$ cat config.mk
export PLATFORM = sky130hd
export DESIGN_NAME = wb_unified_mem_arbiter
export DESIGN_NICKNAME = d
export VERILOG_FILES = /design/src/rtl/wb_unified_mem_arbiter.sv
export SDC_FILE = /design/constraint.sdc
export NUM_CORES = 1
export LEC_CHECK = 0
export ABC_AREA = 0
export CORE_AREA = 4 4 108 110
export CTS_CLUSTER_DIAMETER = 100
export DETAILED_ROUTE_END_ITERATION = 6
export DIE_AREA = 0 0 112 114
export GPL_TIMING_DRIVEN = 0
export PLACE_DENSITY = 0.76
export RECOVER_POWER = 100
export SLEW_MARGIN = 30
export SYNTH_ARGS = -nofsm -noshare
export SYNTH_HDL_FRONTEND = slang
export SYNTH_SLANG_ARGS = --single-unit
$ cat constraint.sdc
create_clock -name clk -period 2.2 [get_ports clk]
set_input_delay 0.33 -clock clk [delete_from_list [all_inputs] [get_ports clk]]
set_output_delay 0.33 -clock clk [all_outputs]
set_load 0.01 [all_outputs]
$ cat src/rtl/wb_unified_mem_arbiter.sv
// Two-master (fetch iwb / data dwb) to one-slave Wishbone classic arbiter sharing the unified memory.
// Latency: grant registered one cycle after request; slave ack/err forwarded combinationally; 1-cycle IDLE gap between grants.
// Backpressure: a master waits for its grant; data wins unless STARVE_LIMIT data grants were issued while a fetch was pending.
// Ports: iwb slave port (i_*), dwb slave port (d_*), memory master port (m_*), grant_o status (00 idle, 01 fetch, 10 data).
module wb_unified_mem_arbiter #(
  parameter int ADDR_W       = 32,
  parameter int DATA_W       = 32,
  parameter int STARVE_LIMIT = 2,
  parameter int TIMEOUT      = 255
) (
  input  logic                clk,
  input  logic                rst_n,
  // instruction fetch master
  input  logic [ADDR_W-1:0]   i_adr_i,
  input  logic                i_cyc_i,
  input  logic                i_stb_i,
  output logic [DATA_W-1:0]   i_dat_o,
  output logic                i_ack_o,
  output logic                i_err_o,
  // data master
  input  logic [ADDR_W-1:0]   d_adr_i,
  input  logic [DATA_W-1:0]   d_dat_i,
  input  logic                d_we_i,
  input  logic [DATA_W/8-1:0] d_sel_i,
  input  logic                d_cyc_i,
  input  logic                d_stb_i,
  output logic [DATA_W-1:0]   d_dat_o,
  output logic                d_ack_o,
  output logic                d_err_o,
  // memory slave
  output logic [ADDR_W-1:0]   m_adr_o,
  output logic [DATA_W-1:0]   m_dat_o,
  input  logic [DATA_W-1:0]   m_dat_i,
  output logic                m_we_o,
  output logic [DATA_W/8-1:0] m_sel_o,
  output logic                m_cyc_o,
  output logic                m_stb_o,
  input  logic                m_ack_i,
  input  logic                m_err_i,
  // status
  output logic [1:0]          grant_o
);

  localparam int SEL_W = DATA_W / 8;
  localparam int SC_W  = $clog2(STARVE_LIMIT + 2);
  localparam int WD_W  = $clog2(TIMEOUT + 1);

  // Encoding doubles as the grant_o status code.
  typedef enum logic [1:0] {
    IDLE  = 2'b00,
    BUS_I = 2'b01,
    BUS_D = 2'b10
  } state_t;

  state_t          state;
  logic [SC_W-1:0] starve_cnt;
  logic [WD_W-1:0] wd_cnt;

  logic req_i, req_d;
  logic in_bus, cyc_g, stb_g, live;
  logic wd_hit, fwd_ack, fwd_err, done;
  logic starved;

  assign req_i   = i_cyc_i & i_stb_i;
  assign req_d   = d_cyc_i & d_stb_i;
  assign starved = (starve_cnt == SC_W'(STARVE_LIMIT));
  assign grant_o = state;

  always_comb begin
    cyc_g = 1'b0;
    stb_g = 1'b0;
    case (state)
      BUS_I:   begin cyc_g = i_cyc_i; stb_g = i_stb_i; end
      BUS_D:   begin cyc_g = d_cyc_i; stb_g = d_stb_i; end
      default: begin cyc_g = 1'b0;    stb_g = 1'b0;    end
    endcase
  end

  // A master that drops cyc mid-grant aborts silently: nothing is forwarded.
  assign in_bus  = (state != IDLE);
  assign live    = in_bus & cyc_g;
  // Watchdog fires only when the slave stays silent; a late ack still wins.
  assign wd_hit  = live & ~m_ack_i & ~m_err_i & (wd_cnt == WD_W'(TIMEOUT - 1));
  // Err dominates a simultaneous ack.
  assign fwd_ack = live & m_ack_i & ~m_err_i;
  assign fwd_err = live & (m_err_i | wd_hit);
  assign done    = in_bus & (~cyc_g | m_ack_i | m_err_i | wd_hit);

  assign i_dat_o = m_dat_i;
  assign d_dat_o = m_dat_i;
  assign i_ack_o = fwd_ack & (state == BUS_I);
  assign i_err_o = fwd_err & (state == BUS_I);
  assign d_ack_o = fwd_ack & (state == BUS_D);
  assign d_err_o = fwd_err & (state == BUS_D);

  always_comb begin
    m_adr_o = '0;
    m_dat_o = '0;
    m_we_o  = 1'b0;
    m_sel_o = '0;
    case (state)
      BUS_I: begin
        m_adr_o = i_adr_i;
        m_sel_o = {SEL_W{1'b1}};
      end
      BUS_D: begin
        m_adr_o = d_adr_i;
        m_dat_o = d_dat_i;
        m_we_o  = d_we_i;
        m_sel_o = d_sel_i;
      end
      default: ;
    endcase
    // Watchdog abort releases the slave in the same cycle the err is returned.
    m_cyc_o = cyc_g & ~wd_hit;
    m_stb_o = stb_g & ~wd_hit;
  end

  always_ff @(posedge clk or negedge rst_n) begin
    if (!rst_n) begin
      state      <= IDLE;
      starve_cnt <= '0;
      wd_cnt     <= '0;
    end else begin
      case (state)
        IDLE: begin
          wd_cnt <= '0;
          if (req_d && req_i && starved) begin
            state      <= BUS_I;
            starve_cnt <= '0;
          end else if (req_d) begin
            state <= BUS_D;
            // Count only data grants that actually hold off a waiting fetch.
            if (!req_i)
              starve_cnt <= '0;
            else if (!starved)
              starve_cnt <= starve_cnt + SC_W'(1);
          end else if (req_i) begin
            state      <= BUS_I;
            starve_cnt <= '0;
          end
        end
        BUS_I, BUS_D: begin
          if (done)
            state <= IDLE;
          else
            wd_cnt <= wd_cnt + WD_W'(1);
        end
        default: state <= IDLE;
      endcase
    end
  end

endmodule

* After elaboration in Yosys (flattened, before gate mapping)
Index checks and enable logic that the tools add are counted.
** Storage, ports and cells
- Memories :: 0
- Input bits :: 141
- Word-level logic and storage cells :: 65
- Flip-flop bits (word level) :: 12
- ROM bits :: 0
- Latch bits :: 0
- Bits in writable memories :: 0
- Output and inout port bits :: 141
** Operators by class
- $mul :: 0
- Multiplexer cells :: 18
- Add/sub/neg operators :: 2
- Divide/modulo/power cells :: 0
- Bitwise gates (word level) :: 24
- Reduce and logical (&&, ||, !) cells :: 10
- $lt $le $gt $ge :: 0
- Eq/ne operators :: 8
- Shifts and indexed selects :: 0
** Operator list (count)
- one-hot mux 32 bit (2 select lines) :: 1
- two-way mux 32 bit :: 1
- two-way mux 2 bit :: 9
- bitwise AND 1 bit :: 16
- one-hot mux 8 bit (2 select lines) :: 1
- adder 8 x 1 -> 8 bit (second input constant) :: 1
- == test 8 bit (second input constant) :: 1
- two-way mux 8 bit :: 1
- one-hot mux 4 bit (2 select lines) :: 1
- == test 2 bit (second input constant) :: 2
- inequality test 2 bit (second input constant) :: 2
- inequality test 4 x 3 -> 1 bit (second input constant) :: 1
- inequality test 4 bit (second input constant) :: 1
- NOT 1 bit :: 4
- OR 1 bit :: 4
- one-hot mux 1 bit (2 select lines) :: 2
- one-hot mux 2 bit (2 select lines) :: 1
- AND reduction 2 bit :: 2
- nonzero test 2 bit :: 2
- AND reduction 3 bit :: 1
- nonzero test 3 bit :: 1
- adder 2 x 1 -> 2 bit (second input constant) :: 1
- == test 2 x 1 -> 1 bit (second input constant) :: 1
- logical AND 1 bit :: 2
- other kinds (3) :: 3

* Longest topological paths before layout
Gate-level depths: netlist of run 1.
- Depth after elaboration :: 10
- Mapped depth :: 8
- Mapped depth without buffers :: 7

* Worst setup path before layout of run 1
Ideal clock, no wire load.
- Path type :: flip-flop to flip-flop
- Start point :: reg state[0] (netlist: grant_o[0])
- End point :: reg wd_cnt[4]
- Library setup time :: 0.129 ns
- Clock period less this slack :: 1.900 ns
- Buffers on the path :: 1
- Data required time :: 2.071 ns
- Slack :: 0.300 ns
- Cell stages (with the launch flop) :: 9
- Arrival time :: 1.771 ns
- Cells stage by stage :: dfrtp_1 -> inv_1 -> ha_1 -> buf_4 -> a22o_2 -> nand2_2 -> or4_4 -> o211ai_1 -> o31ai_1
** Between the ends
- Cells in the longest elaborated chain, start to end :: 10
- Elaborated cells on any way between the ends :: 19
- Classes of those cells :: eq/ne (3); mux (2); bitwise (9); reduce/logical (5)
** Ends and longest elaborated chain
- start, declared :: line 55 : state_t state;
- start signal, assigned :: line 121 : state <= IDLE;
- start signal, assigned :: line 129 : state <= BUS_I;
- start signal, assigned :: line 132 : state <= BUS_D;
- == test 2 bit or == test 2 x 1 -> 1 bit (tied branches) :: line 72, 125
- one-hot mux 1 bit (2 select lines) :: line 72 : case (state)
- bitwise AND 1 bit :: line 81 : assign live = in_bus & cyc_g;
- bitwise AND 1 bit (3 in a row) :: line 83 : assign wd_hit = live & ~m_ack_i & ~m_err_i & (wd_cnt == WD_W'(TIMEOUT - 1));
- OR 1 bit :: line 87 : assign done = in_bus & (~cyc_g | m_ack_i | m_err_i | wd_hit);
- bitwise AND 1 bit :: line 87
- inequality test 2 bit (no line)
- AND reduction 2 bit (no line)
- end signal, assigned :: line 147 : wd_cnt <= wd_cnt + WD_W'(1);
- end, declared :: line 57 : logic [WD_W-1:0] wd_cnt;
Parallel ways exist; a longest one is shown, timed or not.
A chain may end at the register's enable or synchronous reset.

* Final worst setup path of run 1
- Start point :: reg state[0] (netlist: grant_o[0])
- End point :: out m_adr_o[16]
** Between the ends
- Cells in the longest elaborated chain, start to end :: 2
- Elaborated cells on any way between the ends :: 3
- Classes of those cells :: eq/ne (2); mux (1)
** Ends and longest elaborated chain
- == test 2 bit or == test 2 x 1 -> 1 bit (tied branches) :: line 101 : case (state)
- one-hot mux 32 bit (2 select lines) (*) :: line 101
- end, declared :: line 31 : output logic [ADDR_W-1:0] m_adr_o,
Every way passes the cells marked *; elsewhere a longest branch is shown, timed or not.

==> results_dict.tcl, run 1 <==
set metrics [dict create \
    nFillCells 1048 \
    status "complete, but fails checks" \
    slowest_stage "clkdlybuf4s50_1" \
    layout_commonest_cell "clkdlybuf4s50_1" \
    required_ns 1.87 \
    path_clk_slew_ns 0.06 \
    powerDensity_mw_per_mm2 568 \
    hold_class "flip-flop to flip-flop" \
    synth-main-ff-cell "dfrtp_1" \
    final-hold-violation-count 0 \
    cts_root_buffer "clkbuf_8" \
    io_buffers 249 \
    synth_edf_count 0 \
    async_flop_share 1.00 \
    drt_iter0_drc 121 \
    cts_sinks 12 \
    slew_viol_final 0 \
    grt_pass1_wl_um 15900 \
    io_pins 282 \
    path_cells "inv_2 > ha_2 > buf_6 > buf_4 > a22oi_1 > nor2b_1 > clkdlybuf4s50_1" \
    arrival_ns 2.00 \
    start_util 0.194 \
    netlist_area_mm2 0.00208 \
    cts_made_buffers 3 \
    yosysWarnings 0 \
    grt_pass1_vias 2916 \
    slowest_delay_ns 0.54 \
    rsz0062_at_grt "yes" \
    layout_common_cells "clkdlybuf4s50_1, buf_4, dlygate4sd3_1" \
    drv_cap 0 \
    n_antenna_cell 0 \
    ant_nets 0 \
    power.leakage_nw 2.65 \
    maxSlewHeadroom 0.589 \
    setup_viol 2 \
    tightest_slew_ns 0.615 \
    hpwl_um 9350 \
    ys_ff_latch 12 \
    cts_tree "built" \
    drcViolationCount 0 \
    power.switching_mw 1.19 \
    wire_per_inst_um 16.3 \
    vias_per_cell 4.28 \
    worstSetupEndpointType "output port" \
    swShare 0.416 \
    setup_ws_ns -0.133 \
    critPathLaunchType "flip-flop" \
    ir_worst_vdd_mv 0.497 \
    critical_path.max_fanout 10 \
    die_w_um 112 \
    drive_gt1_frac 0.250 \
    grt_start_max_net_pins 13 \
    fin_util 0.472 \
    syn-num-nets 426 \
    ys_types 35 \
    synth_area_per_cell_um2 7.44 \
    fp-row-count 38 \
    nNetsFinal 693 \
    clk_latency_ns 0.25 \
    max-clock-path-buffers 2 \
    wl_um 11200 \
    die_h_um 114 \
    fin_skew_ns 0.00191 \
    power_mw 2.87 \
    violations "setup timing" \
    syn_to_final_growth_pct 143 \
    vias 2929 \
    syn_inst 279 \
    seq_power_share 0.098 \
    crit_type "flip-flop to output port" \
    fmax_mhz 429 \
    p_int_mw 1.67 \
    grt_usage 0.153 \
    antenna_found_initial 0 \
    period_needed_ns 2.33 \
    combPwrFrac 0.829 \
    h-tree-depth 1 \
    power.share.clock 0.073 \
    critPathBufInv 4 \
    path_delay_family "buffers and inverters" \
    fin_hold_ws_ns 0.496 \
    die-area_mm2 0.0128 \
    yosysSeqAreaShare 0.145 \
    period_share 1.06 \
    firstDrtPassIters 4 \
    core_area_mm2 0.0107 \
    gp_congestion 0.869 \
    grt.overflow.total 0 \
]
==> metrics by stage <==
step | cell area (µm²) | TNS, ns | setup WS, ns | cells
floorplan | 2080 | 0 | 0.300 | 279
global placement | 4740 | -17.45 | -0.725 | 668
detailed placement | 4740 | -17.79 | -0.736 | 668
CTS | 4930 | -2.32 | -0.157 | 678
global route | 5050 | -0.465 | -0.197 | 684
finish | 5050 | -0.139 | -0.133 | 684
==> state kept, by name, summed over array words and instances, names as in the netlist <==
signal / cells
wd_cnt: 8
grant_o: 2
starve_cnt: 2
==> cells by family after synthesis <==
kind of cell	after synthesis	share of synthesized area
buf+inv	89	0.278
fa+ha+maj	6	0.0361
simple gates	110	0.319
flops	12	0.145
compound gates	61	0.217
mux	1	0.00482
==> worst paths after layout <==
check | startpoint | end | slack (ns) | depth (start not counted)
max reg2reg | grant_o[0] | wd_cnt[4] | 0.10 | 9
min in group asynchronous | rst_n | starve_cnt[0] | 0.54 | 1
min reg2reg | starve_cnt[0] | starve_cnt[0] | 0.50 | 1
max in group asynchronous | rst_n | wd_cnt[2] | 1.23 | 1
min | starve_cnt[0] | starve_cnt[0] | 0.50 | 1
max | grant_o[0] | m_adr_o[16] | -0.13 | 7
==> metal layers <==
| layer | vias up | GRT usage | routed length (µm) |
|---|---|---|---|
| met4 | 0 | 0.0313 | 174 |
| met1 | 1365 | 0.176 | 4100 |
| met3 | 13 | 0.0255 | 667 |
| met2 | 125 | 0.298 | 6240 |
| met5 | - | 0 | 0 |
| li1 | 1426 | - | - |
==> synth_stat cells, types with 2 or more instances <==
master	count	area [µm²]
a21oi_1	7	35.0
a22oi_1	33	248
a311oi_1	2	17.5
a31oi_1	3	18.8
and2_1	35	219
and3_1	4	25.0
and4_1	2	17.5
and4_4	2	22.5
buf_4	65	488
clkbuf_1	16	60.1
dfrtp_1	12	300
ha_1	6	75.1
inv_1	8	30.0
nand2_1	10	37.5
nand2b_1	2	12.5
nand3_1	3	15.0
nor2_1	8	30.0
nor2b_1	37	231
nor3_1	3	15.0
o21ai_0	6	30.0
==> what timing repair did <==
item / CTS / global route
setup endpoints to repair: 75 / 56
gates cloned: 0 / 1
resized for setup: 115 / 68
pin swaps: 2 / 2
buffers inserted: 8 / 5
hold buffers: 0 / 0
==> power by group through the flow <==
stage / logic (mW) / registers, mW / clock network (mW)
global route: 2.59 / 0.285 / 0.223
detailed placement: 2.20 / 0.287 / 0
floorplan: 1.09 / 0.285 / 0
finish: 2.38 / 0.280 / 0.210
global placement: 2.16 / 0.285 / 0
CTS: 2.35 / 0.280 / 0.207
==> cell type report <==
type	count	area, µm²	share of cell area
timing repair buffer	263	2560	0.508
multi-input combinational	178	1280	0.254
buffer	80	656	0.130
sequential	12	302	0.0597
tap	140	175	0.0347
clock buffer	3	41.3	0.00818
inverter	8	30.0	0.00595
Power figures use the tool's default switching activity.
==> inputs of run 2 (changes only) <==
Settings changed: ABC_CLOCK_PERIOD_IN_PS set to 2200, TNS_END_PERCENT set to 20.
==> results_dict.tcl, run 2 (same netlist as run 1, synthesis figures left out) <==
set metrics [dict create \
    arrival_ns 1.90 \
    drcViolationCount 0 \
    io_pins 282 \
    antenna_found_initial 0 \
    path_clk_slew_ns 0.05 \
    syn_to_final_growth_pct 140 \
    ant_nets 0 \
    cts_sinks 12 \
    cts_root_buffer "clkbuf_8" \
    nNetsFinal 687 \
    drt_iter0_drc 118 \
    firstDrtPassIters 4 \
    fin_skew_ns 0.000600 \
    power_mw 2.82 \
    largest_register_ffs 8 \
    nFillCells 1065 \
    gp_congestion 0.869 \
    vias 2886 \
    max-clock-path-buffers 2 \
    dp_slack_ns -0.736 \
    final-hold-violation-count 0 \
    cts_hold_buf 0 \
    critPathLaunchType "flip-flop" \
    die_h_um 114 \
    setup_ws_ns -0.0291 \
    drive_gt1_frac 0.253 \
    cts_tree "built" \
    critical_path.max_fanout 10 \
    hpwl_um 9350 \
    start_util 0.194 \
    grt_pass1_wl_um 15900 \
    r2r_start "grant_o[0]" \
    layout_common_cells "clkdlybuf4s50_1, buf_4, dlygate4sd3_1" \
    violations "setup timing" \
    top_register "wd_cnt" \
    ir_worst_vdd_mv 0.527 \
    maxSlewHeadroom 0.590 \
    place_area_mm2 0.00474 \
    hold_class "flip-flop to flip-flop" \
    drv_cap 0 \
    fin_util 0.466 \
    r2r_cells 9 \
    clk_latency_ns 0.24 \
    grt.overflow.total 0 \
    worstSetupEndpointType "output port" \
    fmax_mhz 449 \
    fin_tns_setup_ns -0.0627 \
    grt_start_max_net_pins 13 \
    die_w_um 112 \
    period_share 1.01 \
    h-tree-depth 1 \
    hold_depth 1 \
    crit_type "flip-flop to output port" \
    fp-row-count 38 \
    period_needed_ns 2.23 \
    powerDensity_mw_per_mm2 567 \
    fin_cells 678 \
    vias_per_cell 4.26 \
    required_ns 1.87 \
    wire_per_inst_um 16.2 \
    multi_input_area_mm2 0.00132 \
    cts_made_buffers 3 \
    setup_viol 5 \
    wl_um 11000 \
    slew_viol_final 0 \
    min-delay-start "starve_cnt[0]" \
    io_buffers 249 \
    rsz0062_at_grt "yes" \
    seq_area_um2 303 \
    grt_usage 0.153 \
    layout_commonest_cell "clkdlybuf4s50_1" \
    n_antenna_cell 0 \
    core_area_mm2 0.0107 \
    fin_hold_ws_ns 0.496 \
    dp.cells 668 \
    cp-startpoint "grant_o[0]" \
    stdcell_area_mm2 0.00498 \
    grt_pass1_vias 2929 \
    die-area_mm2 0.0128 \
    power.leakage_nw 2.38 \
    status "complete, but fails checks" \
    tightest_slew_ns 0.613 \
]
## run 2: cell count changes in the layout (fill, tap and decap cells not counted), sizes merged
cell and change:
dlymetal6s2s -15, dlygate4sd2 +5, buf -11, clkdlybuf4s50 +6, clkbuf +5, dlygate4sd3 +1, clkdlybuf4s15 +3
## run 2: cell type report
type | instances | area share
plain buffers | 80 | 0.127
clock buffers | 3 | 0.00829
well taps | 140 | 0.0352
multi-input cells | 178 | 0.264
repair buffers | 257 | 0.499
flip-flops and latches | 12 | 0.0608
inverters | 8 | 0.00603
## run 2: final timing paths
| kind | end | slack, ns |
|---|---|---|
| worst max-delay path | m_dat_o[0] | -0.03 |
| worst min-delay path | starve_cnt[0] | 0.50 |
| worst max register to register | wd_cnt[4] | 0.14 |
| worst min register to register | starve_cnt[0] | 0.50 |
| max in group asynchronous | wd_cnt[3] | 1.23 |
| min in group asynchronous | grant_o[1] | 0.54 |
## run 2: critical path: stages, from the launching register on
cell and delay (ns):
dfrtp_1 0.40, inv_2 0.08, ha_1 0.16, buf_6 0.15, clkbuf_4 0.20, and2_1 0.13
clkdlybuf4s50_1 0.53
## run 2: metal layers
layer	global-route usage	part of all wire	up-vias
li1	-	-	1418
met1	0.175	0.37	1324
met2	0.297	0.55	129
met3	0.0255	0.061	15
met4	0.0345	0.018	0
met5	0	0	-
## run 2: what timing repair did
action	4_1_cts	5_1_grt
pin swaps	2	2
setup buffers	6	2
resized for setup	112	62
endpoints found under the setup margin	75	47
endpoints found under the hold margin	0	0
## run 2: power breakdown
part	internal (mW)	total (mW)	switching, mW
combinational	1.27	2.34	1.07
clock	0.121	0.206	0.0845
sequential	0.252	0.281	0.0293
==> inputs of run 3 (changes only) <==
--- a/config.mk
+++ b/config.mk
@@ -8,3 +8,3 @@
 export ABC_AREA = 0
-export ABC_CLOCK_PERIOD_IN_PS = 2200
+export ABC_CLOCK_PERIOD_IN_PS = 2100
 export CORE_AREA = 4 4 108 110
@@ -14,3 +14,3 @@
 export GPL_TIMING_DRIVEN = 0
-export PLACE_DENSITY = 0.76
+export PLACE_DENSITY = 0.66
 export RECOVER_POWER = 100
==> constraint.sdc (replaced) <==
create_clock -name clk -period 2.1 [get_ports clk]
set_input_delay 0.315 -clock clk [delete_from_list [all_inputs] [get_ports clk]]
set_output_delay 0.315 -clock clk [all_outputs]
set_load 0.005 [all_outputs]
==> results_dict.tcl, run 3 (same netlist as run 1, synthesis figures left out) <==
set metrics [dict create \
    violations "setup timing" \
    layout_commonest_cell "clkdlybuf4s50_1" \
    nNetsFinal 692 \
    cts_tree "built" \
    syn_to_final_growth_pct 150 \
    core_area_mm2 0.0107 \
    path_delay_family "buffers and inverters" \
    cts_root_buffer "clkbuf_8" \
    die_w_um 112 \
    slew_viol_final 0 \
    drt_iter0_drc 65 \
    r2r_start "grant_o[0]" \
    fin_skew_ns 0.00167 \
    firstDrtPassIters 4 \
    io_pins 282 \
    setup_viol 15 \
    period_needed_ns 2.21 \
    crit_end "m_dat_o[1]" \
    critPathBufInv 5 \
    h-tree-depth 1 \
    drive_gt1_frac 0.324 \
    start_util 0.194 \
    top_register "wd_cnt" \
    powerDensity_mw_per_mm2 600 \
    fin_cells 684 \
    nFillCells 1029 \
    grt_pass1_wl_um 17200 \
    status "complete, but fails checks" \
    power_mw 3.12 \
    ir_worst_vdd_mv 0.462 \
    rsz0062_at_grt "yes" \
    fin_tns_setup_ns -1.00 \
    slowest_delay_ns 0.50 \
    grt_start_max_net_pins 13 \
    n_antenna_cell 0 \
    die-area_mm2 0.0128 \
    grt_usage 0.168 \
    wire_per_inst_um 17.5 \
    path_clk_slew_ns 0.05 \
    vias_per_cell 4.22 \
    layout_common_cells "clkdlybuf4s50_1, buf_4, dlygate4sd3_1" \
    ant_nets 0 \
    critPathLaunchType "flip-flop" \
    fmax_mhz 452 \
    place_area_mm2 0.00474 \
    regToRegSetupSlack_ns 0 \
    hold_class "flip-flop to flip-flop" \
    antenna_found_initial 0 \
    slowest_stage "clkdlybuf4s50_1" \
    worstSetupEndpointType "output port" \
    gp_congestion 0.865 \
    grt.overflow.total 0 \
    stdcell_area_mm2 0.00520 \
    setup_ws_ns -0.110 \
    wl_um 12000 \
    cts_sinks 12 \
    tightest_slew_ns 0.591 \
    reg2reg_to "wd_cnt[4]" \
    clk_latency_ns 0.24 \
    dp.cells 668 \
    final-hold-violation-count 0 \
    path_cells "inv_2 > ha_2 > buf_6 > buf_12 > clkbuf_8 > and2_1 > clkdlybuf4s50_1" \
    fp-row-count 38 \
    power.leakage_nw 2.50 \
    arrival_ns 1.90 \
    cp.depth 7 \
    largest_register_ffs 8 \
    grt_pass1_vias 2961 \
    critical_path.max_fanout 10 \
    period_share 1.05 \
    cts_made_buffers 3 \
    drv_cap 0 \
    fin_hold_ws_ns 0.491 \
    maxSlewHeadroom 0.605 \
    die_h_um 114 \
    hpwl_um 10100 \
    max-clock-path-buffers 2 \
    io_buffers 249 \
    cp-startpoint "grant_o[0]" \
    required_ns 1.78 \
    vias 2887 \
    r2r_cells 9 \
    crit_type "flip-flop to output port" \
    cts_hold_buf 0 \
    hold_depth 1 \
    drcViolationCount 0 \
]
## run 3: cell types whose count changed in the layout (fill, tap and decap cells not counted), sizes merged
cell | previous run | this run
dlygate4sd2 | 33 | 17
buf | 77 | 91
dlymetal6s2s | 11 | 18
clkbuf | 28 | 32
clkdlybuf4s50 | 114 | 110
clkdlybuf4s15 | 9 | 11
dlygate4sd3 | 68 | 67
## run 3: report_power, final
part | internal (mW) | switching [mW] | total, mW
Sequential | 0.265 | 0.0295 | 0.294
Combinational | 1.47 | 1.10 | 2.57
Clock | 0.166 | 0.0905 | 0.256
Total | 1.90 | 1.22 | 3.12
## run 3: through the flow
| step | util | setup slack, ns |
|---|---|---|
| after floorplan | - | 0.230 |
| after global placement | 0.444 | -0.842 |
| after detailed placement | 0.444 | -0.856 |
| after CTS | 0.469 | -0.231 |
| after global routing | 0.486 | -0.189 |
| final | 0.486 | -0.110 |
## run 3: worst min-delay path by stage
| stage | start | to | slack [ns] |
|---|---|---|---|
| global placement | starve_cnt[1] | starve_cnt[1] | 0.48 |
| detailed placement | starve_cnt[0] | starve_cnt[0] | 0.48 |
| floorplan | rst_n | grant_o[0] | 0.02 |
| finish | starve_cnt[0] | starve_cnt[0] | 0.49 |
| global route | starve_cnt[0] | starve_cnt[0] | 0.51 |
| CTS | rst_n | starve_cnt[1] | 0.46 |
## run 3: layout make-up
type	instances	area, µm²	area share
repair buffers	262	2510	0.484
flip-flops and latches	12	303	0.0582
inverters	8	30.0	0.00577
multi-input cells	178	1430	0.276
well taps	140	175	0.0337
plain buffers	80	689	0.133
clock buffers	4	55.1	0.0106
## run 3: what timing repair did
action                     4_1_cts  5_1_grt
cloned                           0        0
resized for setup              131      110
buffers inserted                 9        4
pin swaps                        4        7
setup endpoints to repair       80       75
## run 3: per-layer routing
layer  vias to the layer above  GRT usage  share of wire
met5                         -          0              0
met4                         0     0.0240          0.014
met3                         8     0.0408          0.074
met2                       122      0.317           0.54
met1                      1332      0.197           0.37
li1                       1425          -              -
